--- config.mk ---
export PLATFORM = sky130hd
export DESIGN_NAME = dmem_arbiter
export DESIGN_NICKNAME = d
export VERILOG_FILES = /design/src/rtl/dmem_arbiter.sv
export SDC_FILE = /design/constraint.sdc
export NUM_CORES = 1
export LEC_CHECK = 0
export BUFFER_PORTS_ARGS = -buffer_cell sky130_fd_sc_hd__buf_4
export CORE_AREA = 2 2 211 213
export CTS_BUF_LIST = sky130_fd_sc_hd__clkbuf_8
export DETAILED_ROUTE_END_ITERATION = 7
export DIE_AREA = 0 0 213 215
export PLACE_DENSITY = 0.48
export RECOVER_POWER = 25
export SLEW_MARGIN = 20
export SYNTH_ARGS = -nofsm -noshare
export SYNTH_HDL_FRONTEND = slang
export SYNTH_SLANG_ARGS = --single-unit
--- constraint.sdc ---
create_clock -name clk -period 3.2 [get_ports clk]
set_clock_uncertainty 0.2 [all_clocks]
set_input_delay 0.16 -clock clk [delete_from_list [all_inputs] [get_ports clk]]
set_output_delay 0.16 -clock clk [all_outputs]
set_load 0.03 [all_outputs]
--- src/rtl/dmem_arbiter.sv ---
// ---------------------------------------------------------------------------
// dmem_arbiter
//   Round-robin arbiter and sequencer that shares the single DataMemory port
//   between the CPU load/store unit (port A) and the DMA/fill engine (port B).
//   A granted write takes one ISSUE cycle. A granted read takes one ISSUE
//   cycle plus READ_LATENCY WAIT cycles, and then returns readData to the
//   winner with a one-cycle Rvalid pulse.
//
// Ports
//   clk, rst_n                 clock, asynchronous active-low reset
//   aReq/aWe/aAddr/aWdata      port A request (held until aGnt)
//   aGnt, aRvalid, aRdata      port A grant pulse, read-valid pulse, read data
//   bReq/bWe/bAddr/bWdata      port B request (held until bGnt)
//   bGnt, bRvalid, bRdata      port B grant pulse, read-valid pulse, read data
//   memWrite, memRead          DataMemory write and read enables
//   address, writeData         DataMemory address and write data
//   readData                   DataMemory read data
//   busy                       high whenever the sequencer is not idle
// ---------------------------------------------------------------------------
module dmem_arbiter #(
    parameter int ADDR_W       = 48,
    parameter int DATA_W       = 64,
    parameter int READ_LATENCY = 1      // legal range 1..7
) (
    input  logic              clk,
    input  logic              rst_n,
    input  logic              aReq,
    input  logic              aWe,
    input  logic [ADDR_W-1:0] aAddr,
    input  logic [DATA_W-1:0] aWdata,
    output logic              aGnt,
    output logic              aRvalid,
    output logic [DATA_W-1:0] aRdata,
    input  logic              bReq,
    input  logic              bWe,
    input  logic [ADDR_W-1:0] bAddr,
    input  logic [DATA_W-1:0] bWdata,
    output logic              bGnt,
    output logic              bRvalid,
    output logic [DATA_W-1:0] bRdata,
    output logic              memWrite,
    output logic              memRead,
    output logic [ADDR_W-1:0] address,
    output logic [DATA_W-1:0] writeData,
    input  logic [DATA_W-1:0] readData,
    output logic              busy
);

    typedef enum logic [1:0] {IDLE, ISSUE, WAIT} state_t;

    localparam logic [2:0] LAT_M1 = 3'(READ_LATENCY - 1);

    state_t            r_state;
    logic              r_ptr;       // 0: A has priority on a tie, 1: B
    logic              r_sel;       // winner of the current transaction (1 = B)
    logic              r_we;
    logic [2:0]        r_cnt;
    logic              r_aGnt, r_bGnt, r_aRvalid, r_bRvalid;
    logic              r_memWrite, r_memRead;
    logic [ADDR_W-1:0] r_address;
    logic [DATA_W-1:0] r_writeData, r_aRdata, r_bRdata;

    logic              w_bWins;
    logic              w_we;
    logic [ADDR_W-1:0] w_addr;
    logic [DATA_W-1:0] w_wdata;

    // B wins when it is the only requester, or on a tie when it holds priority.
    assign w_bWins = bReq & (~aReq | r_ptr);
    assign w_we    = w_bWins ? bWe    : aWe;
    assign w_addr  = w_bWins ? bAddr  : aAddr;
    assign w_wdata = w_bWins ? bWdata : aWdata;

    always_ff @(posedge clk or negedge rst_n) begin
        if (!rst_n) begin
            r_state     <= IDLE;
            r_ptr       <= 1'b0;
            r_sel       <= 1'b0;
            r_we        <= 1'b0;
            r_cnt       <= 3'd0;
            r_aGnt      <= 1'b0;
            r_bGnt      <= 1'b0;
            r_aRvalid   <= 1'b0;
            r_bRvalid   <= 1'b0;
            r_memWrite  <= 1'b0;
            r_memRead   <= 1'b0;
            r_address   <= '0;
            r_writeData <= '0;
            r_aRdata    <= '0;
            r_bRdata    <= '0;
        end else begin
            // Grant, write-enable and read-valid are single-cycle pulses.
            r_aGnt     <= 1'b0;
            r_bGnt     <= 1'b0;
            r_aRvalid  <= 1'b0;
            r_bRvalid  <= 1'b0;
            r_memWrite <= 1'b0;
            case (r_state)
                IDLE: begin
                    if (aReq || bReq) begin
                        r_sel       <= w_bWins;
                        r_we        <= w_we;
                        r_address   <= w_addr;
                        r_writeData <= w_wdata;
                        r_ptr       <= ~w_bWins;   // loser gets priority next time
                        r_aGnt      <= ~w_bWins;
                        r_bGnt      <= w_bWins;
                        r_memWrite  <= w_we;
                        r_memRead   <= ~w_we;
                        r_state     <= ISSUE;
                    end
                end
                ISSUE: begin
                    if (r_we) begin
                        r_state <= IDLE;
                    end else begin
                        r_cnt   <= LAT_M1;
                        r_state <= WAIT;
                    end
                end
                WAIT: begin
                    // Counter at zero marks the cycle readData is valid.
                    if (r_cnt == 3'd0) begin
                        if (r_sel) begin
                            r_bRdata  <= readData;
                            r_bRvalid <= 1'b1;
                        end else begin
                            r_aRdata  <= readData;
                            r_aRvalid <= 1'b1;
                        end
                        r_memRead <= 1'b0;
                        r_state   <= IDLE;
                    end else begin
                        r_cnt <= r_cnt - 3'd1;
                    end
                end
                default: r_state <= IDLE;
            endcase
        end
    end

    assign aGnt      = r_aGnt;
    assign bGnt      = r_bGnt;
    assign aRvalid   = r_aRvalid;
    assign bRvalid   = r_bRvalid;
    assign aRdata    = r_aRdata;
    assign bRdata    = r_bRdata;
    assign memWrite  = r_memWrite;
    assign memRead   = r_memRead;
    assign address   = r_address;
    assign writeData = r_writeData;
    assign busy      = (r_state != IDLE);

endmodule

==> implementation parameters, run 1 <==
Parameter                              Value

Place
  Minimum setup slack after placement ... 0.8182 ns
  Routability-driven placement congestion ratio ... 0.8022
  Number of buffers added on ports ... 540
  Placed Instance Area ... 0.01589 sq mm
  Final HPWL DP ... 28830 microns

Power and ir drop
  Power density of the placed cells ... 1042 mW/mm^2
  Leakage power total ... 9.289 nW
  Post-route total power ... 0.02065 W
  Worst VDD drop ... 0.5689 mV

CTS
  Clock tree from TritonCTS ... built
  Clk sinks ... 254
  Cell at the root of the clock tree ... sky130_fd_sc_hd__clkbuf_8
  Maximum buffer depth of the clock tree ... 3
  Worst-skew pair later-pin latency ... 0.61 ns
  Htree depth ... 2
  Clock input transition at the sequential cells of the worst setup and hold paths ... 0.06 ns
  Number of CTS-inserted buffers ... 48
  PostCTS Resize Cnt ... 0

Routing
  DRT Wirelength ... 45180 microns
  Number of vias per cell ... 4.689
  Remaining routing DRC violations ... 0
  Pre-Repair DR Iteration Count ... 4
  Vias ... 11290
  Count of antenna-violating nets left after detailed routing ... 0
  Drt first-iter violations ... 590
  Post-detailed-route wirelength per cell ... 18.76 microns

Floorplan
  Boundary pin count ... 541
  Initial Utilization ... 25.85%
  Die Outline Area ... 0.04580 sq mm
  Die span in x ... 213 microns
  Number of cell rows ... 77
  Area of the core region ... 0.04364 sq mm
  Height of the die ... 215 microns

Worst setup path
  Launching instance or port of the critical path ... r_state[1]
  Category of the worst setup path capture point ... flip-flop
  Highest fanout seen on the critical path ... 72
  Reg2reg path depth ... 5
  Reg-to-reg endpoint ... writeData[25]
  Worst reg-to-reg setup slack ... 0.22 ns
  Kind of start point of the critical path ... flip-flop
  Startpoint of the lowest-slack register-to-register path ... r_state[1]
  WS Path Type ... flip-flop to flip-flop
  Data arrival time of the critical path ... 3.30 ns
  WP data required ... 3.53 ns

Run status
  Failing checks ... max-capacitance violations, max-slew violations
  Result of the run ... finished, violations left

STA
  Hold Violations, Final ... 0
  Max-slew headroom at the worst pin ... -18.89%
  Hold slack final ... 0.1246 ns
  Actual transition at the worst max-transition pin ... 1.783 ns
  Setup repair after global routing missed its margin ... false
  Final TNS setup ... 0 ns
  Max Fclk ... 0.3361 GHz
  Final critical-path required period ... 2.976 ns
  Setup violation total in the final timing report ... 0
  Final max-slew violation count ... 179
  Tcrit/Tclk final ... 92.99%
  Minimum setup slack in the final design ... 0.2244 ns

Hold path
  Hold-critical path depth ... 3
  Worst hold start ... readData[5]
  Worst min-delay path class ... primary input to flip-flop
  End point of the worst hold path ... aRdata[5]

Synth
  Net count after synthesis ... 1265
  FF+latch count, synth ... 254
  Number of instances in the synthesized netlist ... 969
  Sequential-to-total area share from yosys stat ... 56.33%
  Avg Cell Area, Syn ... 11.64 sq um
  Post-synthesis instance area ... 0.01128 sq mm
  Number of synthesized flops with an enable pin ... 0
  Synth warnings ... 0
  Synth async-reset ratio ... 100.0%
  Commonest register cell after synthesis ... sky130_fd_sc_hd__dfrtp_1
  Count of cell types in the netlist ... 37

Global routing
  Initial antenna violation count ... 1
  Maximum number of pins on one net before global-route repair ... 113
  Number of global-route vias before repair ... 12320
  Overall global routing resource usage ... 19.27%
  Aggregate global routing overflow ... 0
  First-pass GRT wire length ... 69180 microns

Flow run
  Number of violations of the max-capacitance limit ... 3

Final layout
  Share of post-route cells with drive strength above 1 ... 39.04%
  Design Area, Final ... 0.01983 sq mm
  # nets final ... 2082
  Final antenna diode count ... 0
  Area growth, synth to finish ... 75.73%
## kinds of logic after synthesis
group	Yosys count	synth area share (%)
flip-flops	254	56.33
AND/OR/NAND/NOR	134	6.920
multiplexers	129	14.49
adder cells (fa/ha/maj)	2	0.2217
AO/OA/AOI/OAI	276	15.24
buffers and inverters	174	6.798
## cell usage after synthesis (2+ instances only)
cell	number	share of area [%]
sky130_fd_sc_hd__dfrtp_1	254	56
sky130_fd_sc_hd__inv_2	5	0.17
sky130_fd_sc_hd__nand2b_1	2	0.11
sky130_fd_sc_hd__clkbuf_1	52	1.7
sky130_fd_sc_hd__ha_1	2	0.22
sky130_fd_sc_hd__nand2_1	4	0.13
sky130_fd_sc_hd__nor2_1	4	0.13
sky130_fd_sc_hd__a31oi_1	41	2.3
sky130_fd_sc_hd__o211ai_1	55	3.7
sky130_fd_sc_hd__o211ai_2	18	2.0
sky130_fd_sc_hd__buf_6	7	0.70
sky130_fd_sc_hd__mux2_2	10	1.0
sky130_fd_sc_hd__buf_4	8	0.53
sky130_fd_sc_hd__nand4_1	72	4.0
sky130_fd_sc_hd__o21ai_1	62	2.8
sky130_fd_sc_hd__inv_1	76	2.5
sky130_fd_sc_hd__mux2_4	49	6.5
sky130_fd_sc_hd__or2_1	2	0.11
sky130_fd_sc_hd__nor3_1	2	0.089
sky130_fd_sc_hd__o21ai_0	52	2.3
sky130_fd_sc_hd__buf_2	25	1.1
sky130_fd_sc_hd__mux2_1	69	6.9
sky130_fd_sc_hd__nand3_1	41	1.8
sky130_fd_sc_hd__a21oi_1	44	2.0
## sequential cells by signal, summed over array words and instances (netlist names), 2 cells and up
signal	count
aRdata	64
bRdata	64
writeData	64
r_state	2
address	48
r_cnt	3
## metrics by stage
step / cells / utilization, %
final: 2408 / 45.43
after global routing: 2408 / 45.43
after floorplan: 969 / -
after detailed placement: 2026 / 36.41
after CTS: 2408 / 45.58
after global placement: 2026 / 36.41
## per-layer routing
layer  routed length [microns]  GRT usage (%)  vias to the layer above
met5                        13              0                        -
met4                      2056          9.790                        2
met3                      4119          6.664                      118
met2                     21580          32.02                      488
met1                     17410          21.80                     5537
li1                          -              -                     5147
## how the worst max path moves through the flow
stage | end | slack [ns] | cells past startpoint
2_1_floorplan | aRdata[14] | 1.24 | 8
3_3_place_gp | writeData[3] | 0.86 | 5
6_report | writeData[25] | 0.22 | 5
3_5_place_dp | writeData[3] | 0.82 | 5
4_1_cts | writeData[3] | 0.25 | 6
5_1_grt | writeData[41] | 0.09 | 5
## what timing repair did
item                      in CTS  in global routing
hold endpoints to repair     498                  0
buffers inserted               0                  0
hold buffers                 302                  0
## critical path, stage by stage (launching register included)
cell and delay [ns]:
sky130_fd_sc_hd__dfrtp_1 0.48, sky130_fd_sc_hd__nor2_4 0.44, sky130_fd_sc_hd__buf_4 0.74, sky130_fd_sc_hd__nand4_1 0.20, sky130_fd_sc_hd__o211ai_1 0.15, sky130_fd_sc_hd__dlygate4sd3_1 0.58
## power by group
part	switching, W	internal [W]	total, W	leakage (nW)
clock network	0.00144	0.00181	0.00325	0.547
registers	0.000927	0.00482	0.00575	3.03
logic	0.00651	0.00514	0.0117	5.71
total	0.00888	0.0118	0.0207	9.29
## layout make-up
type                    instances  area, sq um
fillers                      4128        23820
repair buffers                860         7286
flip-flops and latches        254         6356
multi-input cells             541         4180
clock buffers                  59        812.0
well taps                     592        740.7
inverters                      81        304.0
clock inverters                21        148.9
## cell usage in the layout, fill, tap and decap left out, types with 2 or more instances in the layout
master and count:
sky130_fd_sc_hd__buf_4 547, sky130_fd_sc_hd__dlygate4sd3_1 301, sky130_fd_sc_hd__dfrtp_1 254, sky130_fd_sc_hd__inv_1 91, sky130_fd_sc_hd__nand4_1 72, sky130_fd_sc_hd__mux2_1 69, sky130_fd_sc_hd__o21ai_1 62, sky130_fd_sc_hd__clkbuf_8 59
sky130_fd_sc_hd__o211ai_1 55, sky130_fd_sc_hd__o21ai_0 52, sky130_fd_sc_hd__mux2_4 49, sky130_fd_sc_hd__a21oi_1 44, sky130_fd_sc_hd__nand3_1 41, sky130_fd_sc_hd__a31oi_1 41, sky130_fd_sc_hd__o211ai_2 18, sky130_fd_sc_hd__mux2_2 10
sky130_fd_sc_hd__buf_12 7, sky130_fd_sc_hd__inv_2 5, sky130_fd_sc_hd__nand2_1 4, sky130_fd_sc_hd__nor2_4 3, sky130_fd_sc_hd__nor2_1 3, sky130_fd_sc_hd__or2_1 2, sky130_fd_sc_hd__nor3_1 2, sky130_fd_sc_hd__ha_1 2
sky130_fd_sc_hd__bufinv_16 2, sky130_fd_sc_hd__clkbuf_2 2
Power figures use the tool's default switching activity.
==> run 2, diff against run 1 <==
Settings changed: PLACE_DENSITY 0.48 to default.
==> run 2 against run 1 <==
  * The flow still finishes with violations (max-capacitance violations, max-slew violations)
  * Largest cell class unchanged
  * Critical endpoint is now writeData[62]
  * Maximum frequency up 0.53%
  * Sequential power grew 1%
  * Global-route usage decreased by 0.55 points
  * Final cell count up 1.4%
  * Non-clock buffer count grew 34
==> implementation parameters, run 2 (synthesized netlist as in run 1, its figures left out) <==
Parameter                              Value

Run status
  Result of the run ... finished, violations left
  Failing checks ... max-capacitance violations, max-slew violations

STA
  Actual transition at the worst max-transition pin ... 1.610 ns
  Final max-slew violation count ... 17
  Minimum setup slack in the final design ... 0.2401 ns
  Setup repair after global routing missed its margin ... false
  Final critical-path required period ... 2.960 ns
  Hold Violations, Final ... 0
  Final TNS setup ... 0 ns
  Tcrit/Tclk final ... 92.50%
  Setup violation total in the final timing report ... 0
  Max Fclk ... 0.3378 GHz
  Max-slew headroom at the worst pin ... -7.343%

Worst setup path
  Highest fanout seen on the critical path ... 54
  Critical path's largest stage delay ... 0.61 ns
  Reg-to-reg endpoint ... writeData[62]
  Most common cell type on the critical path ... sky130_fd_sc_hd__dlygate4sd3_1
  Worst setup path end ... writeData[62]
  Number of stages on the worst setup path ... 6
  Worst path top cell family by delay ... buffers and inverters
  Worst reg-to-reg setup slack ... 0.24 ns
  Kind of start point of the critical path ... flip-flop
  WP data required ... 3.51 ns
  Reg2reg path depth ... 6
  Series of cell instances along the critical path ... nor2_4 > buf_4 > nand4_1 > dlygate4sd3_1 > o211ai_2 > dlygate4sd3_1
  Startpoint of the lowest-slack register-to-register path ... r_state[1]
  Crit path max-delay cell type ... sky130_fd_sc_hd__dlygate4sd3_1
  Buf+Inv Stages, Crit Path ... 3
  WS Path Type ... flip-flop to flip-flop
  Data arrival time of the critical path ... 3.27 ns
  Category of the worst setup path capture point ... flip-flop
  Launching instance or port of the critical path ... r_state[1]

Final layout
  Leading cell type in the layout, fill and taps excluded ... sky130_fd_sc_hd__buf_4
  Multi-input gate area in the final layout ... 0.004180 sq mm
  Area of all sequential standard cells ... 0.006356 sq mm
  Fill cell total of the finished layout ... 3932
  Share of post-route cells with drive strength above 1 ... 38.58%
  Area growth, synth to finish ... 78.61%
  Commonest non-fill, non-tap cells in the layout ... 553 x sky130_fd_sc_hd__buf_4, 328 x sky130_fd_sc_hd__dlygate4sd3_1, 254 x sky130_fd_sc_hd__dfrtp_1, 91 x sky130_fd_sc_hd__inv_1, 72 x sky130_fd_sc_hd__nand4_1
  # nets final ... 2113

Global routing
  Initial antenna violation count ... 1
  First-pass GRT wire length ... 68170 microns
  Aggregate global routing overflow ... 0
  Maximum number of pins on one net before global-route repair ... 75
  Overall global routing resource usage ... 18.72%
  Number of global-route vias before repair ... 12310

Power and ir drop
  Leakage power total ... 9.382 nW
  Power density of the placed cells ... 1023 mW/mm^2
  Post-route total power ... 0.02061 W
  Worst VDD drop ... 0.5136 mV

Routing
  Vias ... 11570
  Post-detailed-route wirelength per cell ... 18.04 microns
  Pre-Repair DR Iteration Count ... 5
  DRT Wirelength ... 44030 microns
  Remaining routing DRC violations ... 0
  Drt first-iter violations ... 736
  Number of vias per cell ... 4.740
  Count of antenna-violating nets left after detailed routing ... 0

Floorplan
  Number of cell rows ... 77
  Die Outline Area ... 0.04580 sq mm
  Height of the die ... 215 microns
  Initial Utilization ... 25.85%
  Area of the core region ... 0.04364 sq mm
  Boundary pin count ... 541
  Die span in x ... 213 microns

CTS
  Clock input transition at the sequential cells of the worst setup and hold paths ... 0.07 ns
  PostCTS Resize Cnt ... 0
  Clk sinks ... 254
  Cell at the root of the clock tree ... sky130_fd_sc_hd__clkbuf_8
  Worst-skew pair later-pin latency ... 0.58 ns
  Number of CTS-inserted buffers ... 45
  Maximum buffer depth of the clock tree ... 3
  Htree depth ... 2
  Clock tree from TritonCTS ... built

Place
  Routability-driven placement congestion ratio ... 0.8420
  Minimum setup slack after placement ... 0.6613 ns
  Final HPWL DP ... 27160 microns
  Number of buffers added on ports ... 540

Hold path
  Worst min-delay path class ... primary input to flip-flop

Flow run
  Number of violations of the max-capacitance limit ... 1
[run 2: report_power, final]
group	internal (W)	switching, W	total [W]	leakage (nW)
clock network	0.00170	0.00138	0.00308	0.529
logic	0.00520	0.00650	0.0117	5.82
registers	0.00482	0.00100	0.00582	3.03
total	0.0117	0.00889	0.0206	9.38
[run 2: tightest hold or removal path: cells and delay by family]
kind,cells,cell delay (ns)
buffers and inverters,2,0.63
multiplexers,1,0.11
[run 2: timing repair]
action	in CTS	in global routing
hold buffers	329	0
buffers inserted	0	0
hold endpoints to repair	466	0
[run 2: cell type report]
class	count	area share, %
timing repair buffer	894	37.98
clock buffer	58	3.961
tap	592	3.675
inverter	81	1.509
clock inverter	20	0.5774
antenna	1	0.01242
sequential	254	31.54
multi-input combinational	541	20.74
[run 2: worst min-delay path by stage]
stage,start,depth (start not counted),end
after detailed placement,rst_n,1,bRdata[37]
after CTS,readData[58],3,bRdata[58]
after global routing,readData[58],3,bRdata[58]
after global placement,rst_n,1,bRdata[37]
final,readData[56],3,bRdata[56]
after floorplan,rst_n,0,aGnt
[run 2: routing by layer]
layer  part of all wire (%)  track usage, %  vias up
met2                     46           30.07      581
li1                       -               -     5232
met5                      0               0        -
met1                     40           22.30     5607
met3                    8.9           5.992      151
met4                    5.1           9.697        0
[run 2: through the flow]
stage	cell area (sq um)	hold slack (ns)	util, %	std cells
6_report	20150	0.1328	46.18	2441
5_1_grt	20150	0.09396	46.18	2441
4_1_cts	20170	0.05931	46.21	2440
3_5_place_dp	15940	0.04264	36.53	2033
3_3_place_gp	15940	0.05012	36.53	2033
2_1_floorplan	11280	-0.3356	-	969
==> run 3, diff against run 2 <==
Settings changed: ABC_AREA from default to 1, CORE_AREA 2 2 211 213 to 2 2 209 211, DIE_AREA 0 0 213 215 to 0 0 211 213, SLEW_MARGIN 20 to 30.
==> run 3 against run 2 <==
  * The flow now finishes without violations
  * Via count grew 6.3%
  * Area after synthesis shrank 2.1%
  * Highest routed layer unchanged
  * Sequential share of layout area grew 1.1 points
==> implementation parameters, run 3 <==
Parameter                              Value

STA
  Max-slew headroom at the worst pin ... 1.524%
  Hold Violations, Final ... 0
  Final critical-path required period ... 3.014 ns
  Setup violation total in the final timing report ... 0
  Final max-slew violation count ... 0
  Final TNS setup ... 0 ns
  Max Fclk ... 0.3318 GHz
  Setup repair after global routing missed its margin ... false
  Actual transition at the worst max-transition pin ... 1.477 ns
  Tcrit/Tclk final ... 94.18%

Floorplan
  Initial Utilization ... 25.88%
  Die Outline Area ... 0.04494 sq mm
  Die span in x ... 211 microns
  Area of the core region ... 0.04270 sq mm
  Height of the die ... 213 microns
  Number of cell rows ... 76
  Boundary pin count ... 541

Routing
  DRT Wirelength ... 43110 microns
  Drt first-iter violations ... 837
  Met1 wire length ... 17340 microns
  Remaining routing DRC violations ... 0
  Met3 layer wire length in the routed design ... 3330 microns
  Count of antenna-violating nets left after detailed routing ... 0
  Number of vias per cell ... 4.581
  Routed length on met2 ... 20540 microns
  Highest metal layer with signal wires ... met4
  Pre-Repair DR Iteration Count ... 5
  Vias ... 12310
  Post-detailed-route wirelength per cell ... 16.05 microns

CTS
  Htree depth ... 2
  Count of buffers added by post-CTS timing repair for setup ... 0
  Clock tree from TritonCTS ... built
  Clock input transition at the sequential cells of the worst setup and hold paths ... 0.06 ns
  Cell at the root of the clock tree ... sky130_fd_sc_hd__clkbuf_8
  Maximum buffer depth of the clock tree ... 3
  Number of CTS-inserted buffers ... 44
  Worst-skew pair later-pin latency ... 0.57 ns
  Clk sinks ... 254

Synth
  Sequential-to-total area share from yosys stat ... 57.53%
  Post-synthesis instance area ... 0.01105 sq mm
  Synth warnings ... 0
  Count of cell types in the netlist ... 18
  Cell types with the largest area share after synthesis ... sky130_fd_sc_hd__dfrtp_1 58%, sky130_fd_sc_hd__nand2_1 11%, sky130_fd_sc_hd__nand3_1 11%
  Net count after synthesis ... 1588
  Commonest register cell after synthesis ... sky130_fd_sc_hd__dfrtp_1
  Most numerous cell types in the synthesized netlist ... 332 x sky130_fd_sc_hd__nand2_1, 254 x sky130_fd_sc_hd__dfrtp_1, 234 x sky130_fd_sc_hd__nand3_1
  Number of synthesized flops with an enable pin ... 0
  Synth async-reset ratio ... 100.0%
  Library cell with the highest instance count after synthesis ... sky130_fd_sc_hd__nand2_1
  Post-synth top area cell ... sky130_fd_sc_hd__dfrtp_1
  Area share of the leading cell type in the synthesized netlist ... 57.53%
  FF+latch count, synth ... 254
  Number of instances in the synthesized netlist ... 1292
  Avg Cell Area, Syn ... 8.551 sq um

Place
  Final HPWL DP ... 27820 microns
  Placed Instance Area ... 0.01566 sq mm
  Number of buffers added on ports ... 540
  Routability-driven placement congestion ratio ... 0.8428

Final layout
  Commonest non-fill, non-tap cells in the layout ... 555 x sky130_fd_sc_hd__buf_4, 331 x sky130_fd_sc_hd__nand2_1, 302 x sky130_fd_sc_hd__dlygate4sd3_1, 254 x sky130_fd_sc_hd__dfrtp_1, 232 x sky130_fd_sc_hd__nand3_1
  Share of post-route cells with drive strength above 1 ... 29.50%
  Area growth, synth to finish ... 76.25%
  # nets final ... 2407
  Fill cell total of the finished layout ... 4032
  Design Area, Final ... 0.01947 sq mm
  Leading cell type in the layout, fill and taps excluded ... sky130_fd_sc_hd__buf_4

Worst setup path
  WS Path Type ... flip-flop to flip-flop
  Worst reg-to-reg setup slack ... 0.19 ns
  Category of the worst setup path capture point ... flip-flop
  Highest fanout seen on the critical path ... 17
  Data arrival time of the critical path ... 3.32 ns
  Reg-to-reg endpoint ... address[4]
  WP data required ... 3.51 ns
  Launching instance or port of the critical path ... r_state[0]
  Kind of start point of the critical path ... flip-flop
  Startpoint of the lowest-slack register-to-register path ... r_state[0]
  Reg2reg path depth ... 8

Power and ir drop
  Power density of the placed cells ... 1032 mW/mm^2
  Worst VDD drop ... 0.6981 mV
  Leakage power total ... 10.23 nW

Global routing
  Overall global routing resource usage ... 18.40%
  Number of global-route vias before repair ... 12420
  Maximum number of pins on one net before global-route repair ... 147
  Aggregate global routing overflow ... 0
  Initial antenna violation count ... 1
  First-pass GRT wire length ... 65830 microns

Hold path
  Hold-critical path depth ... 4
  End point of the worst hold path ... writeData[58]
  Worst hold start ... bWdata[58]
  Worst min-delay path class ... primary input to flip-flop

Run status
  Result of the run ... complete, no violations

Flow run
  Number of violations of the max-capacitance limit ... 0
run 3: changes by cell type after synthesis, sizes merged, moves of 32 or more:
| cell | delta |
|---|---|
| a21oi | -43 |
| nand3 | +193 |
| mux2 | -128 |
| a31oi | -41 |
| inv | +80 |
| buf | +32 |
| o211ai | -73 |
| nand2 | +328 |
run 3: worst max path at each step:
stage,to,slack (ns),cells after the start
floorplan,aRdata[24],1.53,7
global placement,bRdata[24],1.08,6
detailed placement,bRdata[59],0.98,6
CTS,address[4],0.02,8
global route,address[4],0.04,8
finish,address[4],0.19,8
run 3: layout make-up:
cell class / instances / area, sq um / area share, %
clock inverter: 21 / 97.59 / 0.5012
timing repair buffer: 868 / 7318 / 37.58
inverter: 161 / 604.3 / 3.104
antenna: 1 / 2.502 / 0.01285
tap: 546 / 683.2 / 3.508
clock buffer: 53 / 729.5 / 3.746
sequential: 254 / 6356 / 32.64
multi-input combinational: 782 / 3681 / 18.90
run 3: layer usage:
metal / vias to the layer above / track usage [%]
li1: 5830 / -
met1: 5780 / 22.15
met2: 587 / 30.60
met3: 108 / 4.927
met4: 0 / 8.839
met5: - / 0
run 3: cell families after synthesis:
logic type,share of synthesized area [%]
DFF,57.53
AOI/OAI and AO/OA,6.251
and+or+nand+nor,26.35
buffers and inverters,9.638
adders and majority gates,0.2265
run 3: timing repair:
action,4_1_cts,5_1_grt
resized for setup,0,0
hold buffers,303,0
hold endpoints to repair,501,0
setup endpoints to repair,0,1
run 3: critical path: stages, from the launching register on:
cell                            delay [ns]
sky130_fd_sc_hd__dfrtp_1              0.45
sky130_fd_sc_hd__inv_1                0.11
sky130_fd_sc_hd__nand2_1              0.20
sky130_fd_sc_hd__nor2_4               0.46
sky130_fd_sc_hd__buf_4                0.29
sky130_fd_sc_hd__nand3_1              0.08
sky130_fd_sc_hd__dlygate4sd3_1        0.55
sky130_fd_sc_hd__nand2_1              0.06
sky130_fd_sc_hd__dlygate4sd3_1        0.54
run 3: metrics by stage:
step / power, W / util, % / setup WS [ns] / std cells / hold WS (ns)
2_1_floorplan: 0.01167 / - / 1.528 / 1292 / -0.3356
3_3_place_gp: 0.01565 / 36.67 / 1.075 / 2307 / 0.01700
3_5_place_dp: 0.01579 / 36.67 / 0.9779 / 2307 / 0.01485
4_1_cts: 0.02012 / 45.75 / 0.01848 / 2684 / 0.1083
5_1_grt: 0.02133 / 45.60 / 0.04142 / 2685 / 0.1354
6_report: 0.02009 / 45.61 / 0.1863 / 2686 / 0.1785
run 3: where the power goes:
part           total [W]  leakage, nW  switching [W]  internal [W]
clock            0.00285        0.485        0.00135       0.00149
sequential       0.00583         3.10        0.00101       0.00482
combinational     0.0114         6.64        0.00681       0.00460
total             0.0201         10.2        0.00917        0.0109
